<file path="src/rtl/gen_ram_rden.sv">
// Read-enable and row-select controller for a ping-pong pair of line RAMs.
// The RAM not being written is read so downstream sees two adjacent rows.
module gen_ram_rden #(
  parameter int IDLE_CYCLES = 16,
  parameter int CNT_W       = 8
) (
  input  logic       clk,
  input  logic       aclr,
  input  logic       rama_wren,
  input  logic       ramb_wren,
  output logic [1:0] sel_row1_out,
  output logic [1:0] sel_row2_out,
  output logic       frame_end,
  output logic       rama_rden,
  output logic       ramb_rden
);

  localparam logic [CNT_W-1:0] IDLE_MAX  = CNT_W'(IDLE_CYCLES);
  localparam logic [CNT_W-1:0] IDLE_LAST = CNT_W'(IDLE_CYCLES - 1);

  logic             wa_s;
  logic             wb_s;
  logic             wr_s;
  logic             a_valid_d, a_valid_q;
  logic             b_valid_d, b_valid_q;
  logic             frame_active_d, frame_active_q;
  logic [CNT_W-1:0] idle_cnt_d, idle_cnt_q;
  logic [1:0]       sel_row1_d, sel_row1_q;
  logic [1:0]       sel_row2_d, sel_row2_q;
  logic             frame_end_d, frame_end_q;

  // Write qualification, read enables and next-state logic.
  always_comb begin
    wa_s           = rama_wren & ~ramb_wren;
    wb_s           = ramb_wren & ~rama_wren;
    wr_s           = wa_s | wb_s;
    rama_rden      = wb_s & a_valid_q & ~aclr;
    ramb_rden      = wa_s & b_valid_q & ~aclr;
    a_valid_d      = a_valid_q;
    b_valid_d      = b_valid_q;
    frame_active_d = frame_active_q;
    idle_cnt_d     = idle_cnt_q;
    sel_row1_d     = 2'b00;
    sel_row2_d     = 2'b00;
    frame_end_d    = 1'b0;

    if (rama_rden) begin
      sel_row1_d = 2'b01;
    end else if (ramb_rden) begin
      sel_row1_d = 2'b10;
    end else begin
      sel_row1_d = 2'b00;
    end

    if (wr_s) begin
      sel_row2_d = 2'b11;
    end else begin
      sel_row2_d = 2'b00;
    end

    // Both-wren cycles are not writes, so they age the idle counter too.
    if (wr_s) begin
      idle_cnt_d = {CNT_W{1'b0}};
    end else if (frame_active_q && (idle_cnt_q < IDLE_MAX)) begin
      idle_cnt_d = idle_cnt_q + {{(CNT_W-1){1'b0}}, 1'b1};
    end else begin
      idle_cnt_d = idle_cnt_q;
    end

    frame_end_d = ~wr_s & frame_active_q & (idle_cnt_q == IDLE_LAST);

    if (frame_end_d) begin
      frame_active_d = 1'b0;
      a_valid_d      = 1'b0;
      b_valid_d      = 1'b0;
    end else begin
      frame_active_d = frame_active_q | wr_s;
      a_valid_d      = a_valid_q | wa_s;
      b_valid_d      = b_valid_q | wb_s;
    end
  end

  // State and registered outputs.
  always_ff @(posedge clk or posedge aclr) begin
    if (aclr) begin
      a_valid_q      <= 1'b0;
      b_valid_q      <= 1'b0;
      frame_active_q <= 1'b0;
      idle_cnt_q     <= {CNT_W{1'b0}};
      sel_row1_q     <= 2'b00;
      sel_row2_q     <= 2'b00;
      frame_end_q    <= 1'b0;
    end else begin
      a_valid_q      <= a_valid_d;
      b_valid_q      <= b_valid_d;
      frame_active_q <= frame_active_d;
      idle_cnt_q     <= idle_cnt_d;
      sel_row1_q     <= sel_row1_d;
      sel_row2_q     <= sel_row2_d;
      frame_end_q    <= frame_end_d;
    end
  end

  assign sel_row1_out = sel_row1_q;
  assign sel_row2_out = sel_row2_q;
  assign frame_end    = frame_end_q;

endmodule

</file>
<file path="config.mk">
export PLATFORM = sky130hd
export DESIGN_NAME = gen_ram_rden
export DESIGN_NICKNAME = d
export VERILOG_FILES = /design/src/rtl/gen_ram_rden.sv
export SDC_FILE = /design/constraint.sdc
export NUM_CORES = 1
export LEC_CHECK = 0
export BUFFER_PORTS_ARGS = -buffer_cell sky130_fd_sc_hd__buf_2
export CORE_UTILIZATION = 25
export CTS_CLUSTER_DIAMETER = 30
export CTS_CLUSTER_SIZE = 20
export DETAILED_ROUTE_END_ITERATION = 10
export GPL_TIMING_DRIVEN = 0
export PLACE_DENSITY_LB_ADDON = 0.05
export SLEW_MARGIN = 30
export SYNTH_ARGS = -nofsm -noshare
export SYNTH_HDL_FRONTEND = slang
export SYNTH_SLANG_ARGS = --single-unit
</file>
<file path="constraint.sdc">
create_clock -name clk -period 1.8 [get_ports clk]
set_input_delay 0.18 -clock clk [delete_from_list [all_inputs] [get_ports clk]]
set_output_delay 0.18 -clock clk [all_outputs]
set_load 0.01 [all_outputs]
</file>
==> qor.yml <==
overflow: 0
portBuffers: 10
clock_tree.buffer_depth: 2
pre_cts_ws_ns: 0.421
worstHoldPathType: "input pin to flop"
status: "finished clean"
worst_pin_slew_ns: 0.724
worstSetupEndpointType: "flop"
irDropWorstVdd_uv: 281
skew_ns: 0.0113
nFillCells: 259
fin_ws_ns: 0.599
area_growth_pct: 19.2
dp_hpwl_um: 818
synth.most_common_cell: "dfrtp_1"
vias_per_cell: 4.40
startpoint: "idle_cnt_q[4]$_DFFE_PP0P_"
yosysWarningCount: 0
r2r_start: "idle_cnt_q[4]$_DFFE_PP0P_"
cts_repair_resize_count: 0
fp.dieH_um: 53.1
min_period_over_period: 0.667
ant_nets: 0
whs_ns: 0.0455
synth-edff-count: 0
drt_pass1_iterations: 4
design.portCount: 11
cts_buffers: 3
fin_tns_setup_ns: 0
start_kind: "flop"
synthTopCellsByCount: "dfrtp_1, and2_1, nand2_1"
slew_violations: 0
grt_antenna_before_repair: 0
htree_levels: 1
initial_core_util: 0.264
cp.required_ns: 1.96
ys_ff_latch: 15
leakage_nw: 0.420
clk_pin_slew_ns: 0.10
grt_use_total: 0.108
grt_pass1_wl_um: 2030
grt_max_degree: 16
hold_viol_final: 0
grt_use_met2: 0.175
cts.sinks: 15
vias: 453
crit_path_end: "frame_active_q$_DFF_PP0_"
synth-main-ff-cell: "dfrtp_1"
grt_pass1_vias: 457
drive_gt1_frac: 0.247
diodes: 0
reg2reg_setup_slack_ns: 0.60
finalWirelength_um: 1170
routedWlPerCell_um: 11.4
syn_avg_cell_area_sq_um: 11.3
drc: 0
netlist_area_sq_um: 653
cts_setup_buffers: 0
p_per_area_mw_per_mm2: 817
cp.arrival_ns: 1.36
maxCapViolCount: 0
finalSetupViolations: 0
fp-row-count: 18
drt_first_iter_violations: 3
synth.net_count: 65
clock-root-buffer: "clkbuf_4"
finalCriticalPeriod_ns: 1.20
cp_max_fo: 5
ys_seq_area_frac: 0.575
place_congestion: 0.658
final_nets: 81
relSlewSlack: 0.516
synth_top_cell_by_area: "dfrtp_1"
clock.fmax_mhz: 833
core_area_sq_mm: 0.00248
synthCells: 58
postCtsHoldBufs: 1
dieWidth_um: 53.1
async_flop_share: 1.00
met1_usage: 0.115
ys_top_cells_by_area: "dfrtp_1, and2_1, ha_1"
yosysUniqueCellTypes: 20
dieArea_sq_mm: 0.00282
clock_latency_ns: 0.29
grt_busiest_layer: "met2"
critical_path_class: "flop to flop"
grt_setup_unrepaired: "no"
rr_worst_depth: 3
gr-usage-met3: 0.0517
yosysTopAreaCellShare: 0.575
cts_tree: "yes"
rr_endpoint: "frame_active_q$_DFF_PP0_"
-- layout by cell type (no fill, tap or decap), types with 2 or more instances in the layout --
| cell | n |
|---|---|
| buf_2 | 11 |
| dfrtp_1 | 15 |
| nor2_1 | 4 |
| inv_1 | 5 |
| and2_1 | 6 |
| nand2b_1 | 2 |
| a21oi_1 | 2 |
| mux2i_1 | 3 |
| nand2_1 | 6 |
| ha_1 | 3 |
| clkbuf_4 | 3 |
| o21ai_0 | 2 |
-- stage by stage --
stage | util | cell area [sq um] | cells | total power [mW]
after floorplan | - | 653 | 58 | 0.420
after global placement | 0.299 | 741 | 98 | 0.446
after detailed placement | 0.299 | 741 | 98 | 0.447
after CTS | 0.314 | 778 | 103 | 0.658
after global routing | 0.314 | 778 | 103 | 0.686
final | 0.314 | 778 | 103 | 0.636
-- power by group --
group	total, mW	switching (mW)	internal (mW)
Clock	0.198	0.115	0.0826
Sequential	0.361	0.00982	0.352
Combinational	0.0772	0.0429	0.0343
Total	0.636	0.168	0.468
-- flip-flops by register name (all words and copies together), names as in the netlist --
register and cells:
frame_active_q 1, sel_row1_out 2, b_valid_q 1, a_valid_q 1, idle_cnt_q 8, sel_row2_out 1
frame_end 1
-- cell families (layout without fill, tap and decap cells) --
| group | count (synthesis) | count (layout) | share of synthesized area |
|---|---|---|---|
| muxes | 3 | 3 | 0.0460 |
| and+or+nand+nor | 25 | 25 | 0.232 |
| DFF | 15 | 15 | 0.575 |
| adders and majority gates | 3 | 3 | 0.0575 |
| AOI/OAI and AO/OA | 5 | 5 | 0.0422 |
| buffers and inverters | 7 | 22 | 0.0479 |
-- worst min path at each step --
| stage | startpoint | end | depth (start not counted) |
|---|---|---|---|
| 6_report | aclr | sel_row1_out[0]$_DFF_PP0_ | 2 |
| 5_1_grt | aclr | sel_row1_out[0]$_DFF_PP0_ | 2 |
| 4_1_cts | aclr | sel_row1_out[0]$_DFF_PP0_ | 2 |
| 3_5_place_dp | aclr | sel_row1_out[0]$_DFF_PP0_ | 2 |
| 3_3_place_gp | aclr | sel_row1_out[0]$_DFF_PP0_ | 2 |
| 2_1_floorplan | aclr | a_valid_q$_DFF_PP0_ | 1 |
-- cell type report --
| class | instances | area [sq um] | area share |
|---|---|---|---|
| timing repair buffer | 11 | 60.1 | 0.0772 |
| inverter | 5 | 18.8 | 0.0241 |
| buffer | 2 | 12.5 | 0.0161 |
| tap | 30 | 37.5 | 0.0482 |
| multi-input combinational | 36 | 246 | 0.317 |
| clock buffer | 3 | 22.5 | 0.0289 |
| clock inverter | 1 | 5.00 | 0.00643 |
| sequential | 15 | 375 | 0.482 |
-- metal layers --
metal  routed length [um]  up-vias
met4                   23        0
met3                   63        4
met2                  571       13
li1                     -      222
met1                  514      214
met5                    0        -
-- critical path, stage by stage, from the launching register on --
cell	delay (ns)
dfrtp_1	0.41
nor3b_1	0.27
and4_4	0.30
o21ai_0	0.08
Note: power is estimated with default switching activity, not from simulation.
